### src/rtl/rib_pkg.sv
// Shared definitions for the RISC-V instruction/data bus arbiter.
// Master indices, default bus widths and a one-hot to index helper.
package rib_pkg;

  localparam int RIB_ADDR_W = 32;
  localparam int RIB_DATA_W = 32;

  localparam logic [1:0] RIB_M_DBG = 2'd0;
  localparam logic [1:0] RIB_M_LSU = 2'd1;
  localparam logic [1:0] RIB_M_IF  = 2'd2;

  function automatic logic [1:0] rib_onehot_idx(input logic [2:0] oh);
    logic [1:0] idx;
    case (oh)
      3'b001:  idx = RIB_M_DBG;
      3'b010:  idx = RIB_M_LSU;
      3'b100:  idx = RIB_M_IF;
      default: idx = RIB_M_DBG;
    endcase
    return idx;
  endfunction

endpackage

### src/rtl/rib_prio_sel.sv
// Combinational 3-way priority select. Normal order is dbg > lsu > fetch.
// A starved fetch is promoted above the other two masters.
module rib_prio_sel
  import rib_pkg::*;
(
  input  logic [2:0] req,
  input  logic       starve_hi,
  output logic [2:0] gnt
);

  // one-hot winner selection
  always_comb begin
    gnt = 3'b000;
    if (starve_hi) begin
      if (req[RIB_M_IF]) begin
        gnt = 3'b100;
      end else if (req[RIB_M_DBG]) begin
        gnt = 3'b001;
      end else if (req[RIB_M_LSU]) begin
        gnt = 3'b010;
      end else begin
        gnt = 3'b000;
      end
    end else begin
      if (req[RIB_M_DBG]) begin
        gnt = 3'b001;
      end else if (req[RIB_M_LSU]) begin
        gnt = 3'b010;
      end else if (req[RIB_M_IF]) begin
        gnt = 3'b100;
      end else begin
        gnt = 3'b000;
      end
    end
  end

endmodule

### src/rtl/rib_arbiter.sv
// Three-master to single-port memory arbiter with one-cycle read return
// routing and a starvation counter that guarantees instruction fetch progress.
module rib_arbiter
  import rib_pkg::*;
#(
  parameter int ADDR_W     = RIB_ADDR_W,
  parameter int DATA_W     = RIB_DATA_W,
  parameter int STARVE_MAX = 8
) (
  input  logic              clk,
  input  logic              rst_n,
  input  logic              m0_req,
  input  logic              m0_we,
  input  logic [ADDR_W-1:0] m0_addr,
  input  logic [DATA_W-1:0] m0_wdata,
  output logic              m0_gnt,
  output logic              m0_rvalid,
  output logic [DATA_W-1:0] m0_rdata,
  input  logic              m1_req,
  input  logic              m1_we,
  input  logic [ADDR_W-1:0] m1_addr,
  input  logic [DATA_W-1:0] m1_wdata,
  output logic              m1_gnt,
  output logic              m1_rvalid,
  output logic [DATA_W-1:0] m1_rdata,
  input  logic              m2_req,
  input  logic              m2_we,
  input  logic [ADDR_W-1:0] m2_addr,
  input  logic [DATA_W-1:0] m2_wdata,
  output logic              m2_gnt,
  output logic              m2_rvalid,
  output logic [DATA_W-1:0] m2_rdata,
  output logic              s_req,
  output logic              s_we,
  output logic [ADDR_W-1:0] s_addr,
  output logic [DATA_W-1:0] s_wdata,
  input  logic [DATA_W-1:0] s_rdata,
  output logic              hold_o
);

  localparam int CNT_W = $clog2(STARVE_MAX + 1);
  localparam logic [CNT_W-1:0] STARVE_MAX_C = CNT_W'(STARVE_MAX);

  logic [2:0]       req_s;
  logic [2:0]       gnt_s;
  logic             starve_hi_s;
  logic [1:0]       win_idx_s;
  logic             rd_vld_r;
  logic [1:0]       rd_own_r;
  logic [CNT_W-1:0] starve_cnt_r;

  assign req_s       = {m2_req, m1_req, m0_req};
  assign starve_hi_s = (starve_cnt_r == STARVE_MAX_C);
  assign win_idx_s   = rib_onehot_idx(gnt_s);

  rib_prio_sel u_prio_sel (
    .req       (req_s),
    .starve_hi (starve_hi_s),
    .gnt       (gnt_s)
  );

  assign m0_gnt = gnt_s[RIB_M_DBG];
  assign m1_gnt = gnt_s[RIB_M_LSU];
  assign m2_gnt = gnt_s[RIB_M_IF];
  assign s_req  = |gnt_s;
  assign hold_o = m2_req & ~m2_gnt;

  // steer the winning master onto the slave port; idle bus is all zeros
  always_comb begin
    s_we    = 1'b0;
    s_addr  = '0;
    s_wdata = '0;
    case (gnt_s)
      3'b001: begin
        s_we    = m0_we;
        s_addr  = m0_addr;
        s_wdata = m0_wdata;
      end
      3'b010: begin
        s_we    = m1_we;
        s_addr  = m1_addr;
        s_wdata = m1_wdata;
      end
      3'b100: begin
        s_we    = m2_we;
        s_addr  = m2_addr;
        s_wdata = m2_wdata;
      end
      default: begin
        s_we    = 1'b0;
        s_addr  = '0;
        s_wdata = '0;
      end
    endcase
  end

  // remember who issued the read so the returning data finds its owner
  always_ff @(posedge clk or negedge rst_n) begin
    if (!rst_n) begin
      rd_vld_r <= 1'b0;
      rd_own_r <= 2'd0;
    end else begin
      rd_vld_r <= s_req & ~s_we;
      rd_own_r <= win_idx_s;
    end
  end

  // count consecutive cycles in which fetch asks but is refused
  always_ff @(posedge clk or negedge rst_n) begin
    if (!rst_n) begin
      starve_cnt_r <= '0;
    end else if (m2_gnt || !m2_req) begin
      starve_cnt_r <= '0;
    end else if (starve_cnt_r != STARVE_MAX_C) begin
      starve_cnt_r <= starve_cnt_r + CNT_W'(1);
    end else begin
      starve_cnt_r <= starve_cnt_r;
    end
  end

  assign m0_rvalid = rd_vld_r & (rd_own_r == RIB_M_DBG);
  assign m1_rvalid = rd_vld_r & (rd_own_r == RIB_M_LSU);
  assign m2_rvalid = rd_vld_r & (rd_own_r == RIB_M_IF);
  assign m0_rdata  = s_rdata;
  assign m1_rdata  = s_rdata;
  assign m2_rdata  = s_rdata;

endmodule
### config.mk
export PLATFORM = sky130hd
export DESIGN_NAME = rib_arbiter
export DESIGN_NICKNAME = d
export VERILOG_FILES = /design/src/rtl/rib_pkg.sv /design/src/rtl/rib_prio_sel.sv /design/src/rtl/rib_arbiter.sv
export SDC_FILE = /design/constraint.sdc
export NUM_CORES = 1
export LEC_CHECK = 0
export CAP_MARGIN = 20
export CORE_AREA = 2 2 154 156
export DETAILED_ROUTE_END_ITERATION = 6
export DIE_AREA = 0 0 156 158
export HOLD_SLACK_MARGIN = 0.05
export RECOVER_POWER = 25
export SYNTH_ARGS = -nofsm -noshare
export SYNTH_HDL_FRONTEND = slang
export SYNTH_SLANG_ARGS = --single-unit
export TNS_END_PERCENT = 50
### constraint.sdc
create_clock -name clk -period 2.9 [get_ports clk]
set_input_delay 0.87 -clock clk [delete_from_list [all_inputs] [get_ports clk]]
set_output_delay 0.87 -clock clk [all_outputs]
set_load 0.01 [all_outputs]
==> metrics.cfg, run 1 <==
[run_status]
outcome=complete, but fails checks
violations=setup timing

[yosys]
syn_nets=527
synthTopCellsByCount=98 x buf_4, 66 x o2bb2ai_1, 65 x a22oi_1
synth_edf_count=0
synth_most_common_cell=buf_4
netlist_area_um2=2320
netlist.area_leader.share_pct=31.7
synth.avg_cell_area_um2=7.91
yosysTopAreaCell=buf_4
synth-async-reset-ratio_pct=100
yosys_warnings=0
synthCells=293
synth.yosys.seq_area_share_pct=7.56
ys.flop_type=dfrtp_1
synth-seq-cells=7
synth_cell_types=22
synth.area.top_cells=buf_4 32%, o2bb2ai_1 25%, a22oi_1 21%

[setup_path]
cpMostUsedCell=buf_12
reg2reg_depth=8
crit_required_ns=2.03
path_class=in2out
critPathCaptureType=output port
cpPeakStageDelay_ns=0.23
crit_slowest_cell=and4b_2
arrival_ns=2.07
cp-start-kind=primary input
path_max_fanout=5
cp_cell_sequence=buf_6 -> and4b_2 -> a21o_4 -> buf_12 -> buf_12 -> buf_16 -> o2bb2ai_1 -> buf_2

[sta]
finalSetupViolCount=22
final.setup_skew_ns=0.00286
worst_slew_pin_slew_ns=0.392
period_minus_slack_ns=2.94
worst_slack_ns=-0.0442
max_freq_mhz=340
slew_headroom_pct=73.9
finalHoldViolCount=0
rsz0062_at_grt=true
finalCritPeriodShare_pct=102
slew_viol_final=0

[flow_run]
cap_viol_max_count=0

[layout]
final_core_util_pct=22.8
syn_to_final_growth_pct=127
diodes=0
finalNetCount=722
drive_above_1_share_pct=30.8
design_area_um2=5270

[placed_design]
post-dp-hpwl_um=9770
placed_area_um2=4820
gp_congestion=0.757
portBuffers=272

[floorplanning]
dieArea_um2=24600
io-pin-count=401
fp.dieW_um=156
rows=56
dieHeight_um=158
core_area_um2=23100
start_util_pct=10.1

[routing]
drt-initial-drc-count=109
routed_wl_um=13600
drt-wirelength-per-cell_um=17.5
drc=0
via_per_inst=3.90
num_vias=3032
dr.pass1.iters=4
final_antenna_net_count=0

[clock_tree]
cts_root_buf=clkbuf_16
cts_max_path_buffers=2
cts_tree=yes
insertion_delay_ns=0.23
cts_max_level=1
cts_sinks=7
cts.clk_slew.worst_paths_ns=0.04
cts-buffers-inserted=3

[global_routing]
gr-total-overflow=0
grt_pass1_wl_um=17800
grt_pass1_vias=3047
grt_usage_pct=9.45
grt_max_degree=53
antenna_found_initial=0

[power_and_ir_drop]
p_sw_mw=0.331
ir_worst_vdd_v=0.000106
pwr-share-clk_pct=22.2
p_int_mw=0.744
swShare_pct=30.8
power_density_nw_per_um2=204
combinationalPowerShare_pct=67.9
seqPwrFrac_pct=9.9
p_leak_nw=1.99

[min_path]
hp-class=reg2reg
min_path_cells=2

registers in the layout, summed over array words and instances, names as in the netlist:
signal,cells
rd_vld_r,1
rd_own_r,2
starve_cnt_r,4
layer usage:
layer  up-vias  GRT usage, %  wire length, µm
li1       1420             -                -
met1      1370          11.1             5340
met5         -             0                0
met4         0          3.98              535
met2       198          16.7             6630
met3        44          1.94             1080
cells by family after synthesis:
kind of cell    after synthesis  synth area share (%)
fa+ha+maj                     2                  1.08
simple gates                 18                  4.81
flops                         7                  7.56
xor+xnor                      2                 0.756
compound gates              134                  46.9
buf+inv                     130                  38.9
critical path, delay by kind of cell:
kind                   cells  cell delay, ns
AND/OR/NAND/NOR            1            0.23
AO/OA/AOI/OAI              2            0.33
buffers and inverters      5            0.63
worst paths after layout:
kind                                  from              end  slack (ns)
min                        starve_cnt_r[0]  starve_cnt_r[0]        0.55
min reg2reg                starve_cnt_r[0]  starve_cnt_r[0]        0.55
min in group asynchronous            rst_n         rd_vld_r        0.96
max reg2reg                starve_cnt_r[1]         rd_vld_r        1.14
max in group asynchronous            rst_n  starve_cnt_r[0]        1.71
max                                 m2_req       s_addr[23]       -0.04
power groups by stage:
| stage | combinational, mW | sequential, mW | clock, mW |
|---|---|---|---|
| 2_1_floorplan | 0.333 | 0.107 | 0 |
| 3_3_place_gp | 0.703 | 0.108 | 0 |
| 3_5_place_dp | 0.703 | 0.108 | 0 |
| 4_1_cts | 0.696 | 0.107 | 0.245 |
| 5_1_grt | 0.778 | 0.108 | 0.246 |
| 6_report | 0.730 | 0.107 | 0.239 |
placed cells by master (no fill, tap or decap), drive strengths merged, types with 2 or more instances in the layout:
| master | count |
|---|---|
| dlygate4sd2 | 3 |
| clkbuf | 10 |
| nor2b | 4 |
| inv | 4 |
| nand3b | 2 |
| clkdlybuf4s50 | 198 |
| a22oi | 65 |
| dfrtp | 7 |
| and3b | 2 |
| nor2 | 5 |
| a21o | 2 |
| buf | 106 |
| ha | 2 |
| o2bb2ai | 66 |
cell type report:
class	instances	area [µm²]
tap	290	363
fill	2536	17800
inverter	4	15.0
clock inverter	1	5.00
clock buffer	3	75.1
timing repair buffer	316	3060
multi-input combinational	156	1580
sequential	7	175
metrics by stage:
stage	cells	total power, mW	worst slack [ns]	TNS (ns)	hold WS (ns)
after floorplan	293	0.440	0.162	0	0.455
after global placement	757	0.811	-0.723	-44.09	0.538
after detailed placement	757	0.811	-0.731	-44.64	0.533
after CTS	774	1.05	-0.0443	-0.599	0.549
after global routing	777	1.13	-0.0847	-1.78	0.586
final	777	1.08	-0.0442	-0.673	0.551
what timing repair did:
action,CTS,global route
pin swaps,10,11
gates resized for setup,306,34
setup endpoints to repair,70,45
hold buffers,0,0
buffers inserted,9,0
gates cloned,5,3
Note: power is estimated with default switching activity, not from simulation.
==> run 2, diff against run 1 <==
--- a/config.mk
+++ b/config.mk
@@ -6,9 +6,11 @@
 export NUM_CORES = 1
 export LEC_CHECK = 0
 export CAP_MARGIN = 20
-export CORE_AREA = 2 2 154 156
+export CORE_AREA = 2 2 155 157
+export CTS_CLUSTER_DIAMETER = 100
 export DETAILED_ROUTE_END_ITERATION = 6
-export DIE_AREA = 0 0 156 158
+export DIE_AREA = 0 0 157 159
+export DONT_BUFFER_PORTS = 1
 export HOLD_SLACK_MARGIN = 0.05
 export RECOVER_POWER = 25
 export SYNTH_ARGS = -nofsm -noshare
==> constraint.sdc (replaced) <==
create_clock -name clk -period 2.9 [get_ports clk]
set_input_delay 0.87 -clock clk [delete_from_list [all_inputs] [get_ports clk]]
set_output_delay 0.87 -clock clk [all_outputs]
set_load 0.005 [all_outputs]
==> run 2 against run 1 <==
Compared with the run above: the run now ends clean; global-route usage is 1.3 points lower; clock skew shrank 0.0027 ns; first-iteration DRC count is 46% higher; total power down 50%; final area decreased by 62%; critical path depth down 3; register-to-register slack improved by 0.19 ns; fmax increased by 7.9%.
==> metrics.cfg, run 2 (same netlist as run 1, synthesis figures left out) <==
[run_status]
outcome=complete, no violations

[flow_run]
cap_viol_max_count=0

[clock_tree]
cts_setup_buffers=0
ctsHoldBuffers=0
cts_max_level=1
post_cts_resized=0
cts_root_buf=clkbuf_16
cts-buffers-inserted=3
cts.clk_slew.worst_paths_ns=0.03
cts_max_path_buffers=2
cts_tree=yes
insertion_delay_ns=0.23
cts_sinks=7

[setup_path]
cp-endpoint=s_wdata[20]
cp-start-kind=flip-flop
r2r_start=starve_cnt_r[0]
cp_cell_sequence=inv_1 -> ha_1 -> and4b_1 -> buf_12 -> o2bb2ai_1
ff2ff_setup_slack_ns=1.33
arrival_ns=1.86
path_max_fanout=70
reg2reg_depth=6
critPathCaptureType=output port
crit_slowest_cell=o2bb2ai_1
cpPeakStageDelay_ns=0.44
startpoint=starve_cnt_r[0]
crit_required_ns=2.03
r2r-end=rd_vld_r
path_class=reg2out

[floorplanning]
start_util_pct=9.99
core_area_um2=23200
dieArea_um2=25000
io-pin-count=401
fp.dieW_um=157
dieHeight_um=159
rows=56

[sta]
max_freq_mhz=366
period_minus_slack_ns=2.73
finalSetupViolCount=0
worst_slew_pin_slew_ns=0.481
slew_headroom_pct=67.9
slew_viol_final=0
rsz0062_at_grt=false
final.setup_skew_ns=0.000159
finalHoldViolCount=0
fin_tns_setup_ns=0
finalCritPeriodShare_pct=94.1

[min_path]
hp-class=in2async

[layout]
largest_reg_flops=4
layout_common_cells=66 x o2bb2ai_1, 65 x a22oi_1, 7 x dfrtp_1, 5 x nor2_1
drive_above_1_share_pct=5.68
largest_registers=starve_cnt_r x4, rd_own_r x2, rd_vld_r x1
diodes=0
finalNetCount=411
registers.top_by_ff_count=starve_cnt_r
design_area_um2=2000
syn_to_final_growth_pct=-13.5
final_common_cell=o2bb2ai_1

[placed_design]
placed_area_um2=1930
post-dp-hpwl_um=9480
portBuffers=0
gp_congestion=0.784

[global_routing]
antenna_found_initial=0
grt_pass1_vias=1947
gr-total-overflow=0
grt_max_degree=71
grt_usage_pct=8.18
grt_pass1_wl_um=14500

[power_and_ir_drop]
ir_worst_vdd_v=0.000253
swShare_pct=31.5
p_leak_nw=0.522
seqPwrFrac_pct=19.9
p_int_mw=0.368
power_density_nw_per_um2=268
combinationalPowerShare_pct=37.2
p_sw_mw=0.169
pwr-share-clk_pct=42.9

[routing]
routed_wl_um=11300
drt-initial-drc-count=159
drt-wirelength-per-cell_um=22.9
drc=0
via_per_inst=4.02
final_antenna_net_count=0
num_vias=1988
dr.pass1.iters=4

-- run 2: stage by stage --
stage | total power [mW] | util (%) | hold slack, ns | setup WS, ns | instances
after floorplan | 0.378 | - | 0.455 | 0.232 | 293
after global placement | 0.307 | 8.31 | 0.480 | 0.181 | 491
after detailed placement | 0.312 | 8.31 | 0.478 | 0.195 | 491
after CTS | 0.545 | 8.65 | 0.334 | 0.164 | 495
after global routing | 0.572 | 8.64 | 0.327 | 0.0512 | 495
final | 0.537 | 8.64 | 0.338 | 0.171 | 495
-- run 2: worst min-delay path by stage --
stage / startpoint / end / slack, ns / cells past startpoint
floorplan: starve_cnt_r[0] / starve_cnt_r[0] / 0.45 / 1
detailed placement: starve_cnt_r[0] / starve_cnt_r[0] / 0.48 / 1
global placement: starve_cnt_r[0] / starve_cnt_r[0] / 0.48 / 1
CTS: rst_n / starve_cnt_r[3] / 0.33 / 0
global route: rst_n / starve_cnt_r[1] / 0.33 / 0
finish: rst_n / rd_own_r[1] / 0.34 / 0
-- run 2: area by class of cell --
| type | count | area (µm²) |
|---|---|---|
| flip-flops and latches | 7 | 175 |
| multi-input cells | 156 | 1250 |
| fillers | 2697 | 21200 |
| inverters | 4 | 15.0 |
| clock buffers | 4 | 78.8 |
| well taps | 319 | 399 |
| repair buffers | 5 | 87.6 |
-- run 2: per-layer routing --
metal	track usage (%)	wire, µm	up-vias	share of wire, %
li1	-	-	801	-
met3	4.00	1520	47	13
met2	14.7	5580	218	49
met5	0	0	-	0
met1	7.96	3800	922	34
met4	3.34	424	0	3.7
-- run 2: power by group through the flow --
| stage | Combinational (mW) | Sequential (mW) | Clock (mW) |
|---|---|---|---|
| 6_report | 0.200 | 0.107 | 0.230 |
| 5_1_grt | 0.219 | 0.108 | 0.244 |
| 4_1_cts | 0.204 | 0.107 | 0.234 |
| 3_5_place_dp | 0.204 | 0.108 | 0 |
| 3_3_place_gp | 0.199 | 0.108 | 0 |
| 2_1_floorplan | 0.271 | 0.107 | 0 |
-- run 2: critical path: cells and delay by family, from the launching register on --
| kind | cells | cell delay (ns) |
|---|---|---|
| compound gates | 1 | 0.44 |
| flops | 1 | 0.37 |
| buf+inv | 2 | 0.24 |
| simple gates | 1 | 0.24 |
| fa+ha+maj | 1 | 0.21 |
==> run 3, diff against run 2 <==
--- a/config.mk
+++ b/config.mk
@@ -7,6 +7,7 @@
 export LEC_CHECK = 0
 export CAP_MARGIN = 20
 export CORE_AREA = 2 2 155 157
+export CTS_BUF_LIST = sky130_fd_sc_hd__clkbuf_4 sky130_fd_sc_hd__clkbuf_8
 export CTS_CLUSTER_DIAMETER = 100
 export DETAILED_ROUTE_END_ITERATION = 6
 export DIE_AREA = 0 0 157 159
==> run 3 against run 2 <==
Compared with the run above: flip-flop and latch count unchanged; die area unchanged; global-route usage about the same; setup slack worse by 0.0085 ns; clock skew up 0.0020 ns; non-clock buffer count unchanged; critical path type unchanged; largest power group is now combinational cells; highest routed layer unchanged.
==> metrics.cfg, run 3 (same netlist as run 1, synthesis figures left out) <==
[run_status]
outcome=complete, no violations

[sta]
finalSetupViolCount=0
max_freq_mhz=365
slew_viol_final=0
rsz0062_at_grt=false
final.setup_skew_ns=0.00213
fin_tns_setup_ns=0
slew_headroom_pct=68.3
worst_slew_pin_slew_ns=0.476
finalCritPeriodShare_pct=94.4
finalHoldViolCount=0
period_minus_slack_ns=2.74

[power_and_ir_drop]
swShare_pct=35.6
power_density_nw_per_um2=228
total_power_mw=0.450
pwr-share-clk_pct=31.8
seqPwrFrac_pct=23.7
combinationalPowerShare_pct=44.5
p_int_mw=0.290
ir_worst_vdd_v=0.000171
p_leak_nw=0.510
p_sw_mw=0.160

[floorplanning]
fp.dieW_um=157
dieArea_um2=25000
dieHeight_um=159
rows=56
io-pin-count=401
core_area_um2=23200
start_util_pct=9.99

[setup_path]
arrival_ns=1.87
r2r-end=rd_vld_r
cp-start-kind=flip-flop
critPathCaptureType=output port
cp_cell_sequence=inv_1 -> ha_1 -> and4b_1 -> buf_12 -> o2bb2ai_1
crit_buf_inv=2
ff2ff_setup_slack_ns=1.33
cpPeakStageDelay_ns=0.45
crit_required_ns=2.03
r2r_start=starve_cnt_r[0]
path_max_fanout=70
path_delay_family=compound AO/OA/AOI/OAI gates
path_class=reg2out
crit_slowest_cell=o2bb2ai_1
reg2reg_depth=6

[clock_tree]
cts_max_path_buffers=2
post_cts_resized=0
ctsHoldBuffers=0
insertion_delay_ns=0.22
cts_sinks=7
cts_max_level=1
cts-buffers-inserted=3
cts_setup_buffers=0
cts_root_buf=clkbuf_8
cts_tree=yes
cts.clk_slew.worst_paths_ns=0.04

[layout]
layout_common_cells=66 x o2bb2ai_1, 65 x a22oi_1, 7 x dfrtp_1, 5 x nor2_1
finalNetCount=411
drive_above_1_share_pct=6.25
largest_reg_flops=4
diodes=0
syn_to_final_growth_pct=-14.8
registers.top_by_ff_count=starve_cnt_r
largest_registers=starve_cnt_r x4, rd_own_r x2, rd_vld_r x1
final_common_cell=o2bb2ai_1
stdcell_count=495
fillCellCount=2699
seq_area_um2=175
multi_input_area_um2=1250

[global_routing]
gr-total-overflow=0
grt_max_degree=71
grt_pass1_wl_um=14500
grt_usage_pct=8.17
grt_pass1_vias=1947
antenna_found_initial=0

[flow_run]
cap_viol_max_count=0

[routing]
drc=0
num_vias=1981
via_per_inst=4.00
final_antenna_net_count=0
drt-initial-drc-count=177
routed_wl_um=11300
drt-wirelength-per-cell_um=22.9
dr.pass1.iters=4

[placed_design]
gp_congestion=0.784
dp.cells=491
post-dp-hpwl_um=9480
portBuffers=0

[min_path]
hp-class=in2async

## run 3: per-stage QoR
step / area [µm²] / utilization [%] / worst slack [ns] / hold slack [ns]
global route: 1970 / 8.51 / 0.0496 / 0.326
CTS: 1980 / 8.52 / 0.168 / 0.338
finish: 1970 / 8.51 / 0.163 / 0.341
detailed placement: 1930 / 8.31 / 0.195 / 0.478
floorplan: 2320 / - / 0.232 / 0.455
global placement: 1930 / 8.31 / 0.181 / 0.480
## run 3: power by group through the flow
stage | Sequential (mW) | Combinational (mW) | Clock, mW
after floorplan | 0.107 | 0.271 | 0
after global placement | 0.108 | 0.199 | 0
after detailed placement | 0.108 | 0.204 | 0
after CTS | 0.107 | 0.204 | 0.145
after global routing | 0.108 | 0.219 | 0.155
final | 0.107 | 0.200 | 0.143
## run 3: area by class of cell
class                   instances  area share, %
multi-input cells             156           63.2
well taps                     319           20.2
clock buffers                   4           2.47
inverters                       4          0.760
repair buffers                  5           4.44
flip-flops and latches          7           8.87
## run 3: routing by layer
| metal | vias up | GRT usage, % | share of wire [%] |
|---|---|---|---|
| li1 | 800 | - | - |
| met1 | 919 | 7.96 | 33 |
| met2 | 216 | 14.7 | 49 |
| met3 | 46 | 4.00 | 14 |
| met4 | 0 | 3.21 | 3.7 |
| met5 | - | 0 | 0 |
## run 3: worst max path at each step
stage | start | to | slack [ns] | cells past startpoint
2_1_floorplan | m0_req | s_wdata[10] | 0.23 | 6
3_3_place_gp | m1_req | s_wdata[13] | 0.18 | 4
3_5_place_dp | m2_req | s_wdata[13] | 0.19 | 4
4_1_cts | starve_cnt_r[0] | s_wdata[13] | 0.17 | 6
5_1_grt | starve_cnt_r[0] | s_wdata[13] | 0.05 | 6
6_report | starve_cnt_r[0] | s_wdata[20] | 0.16 | 5
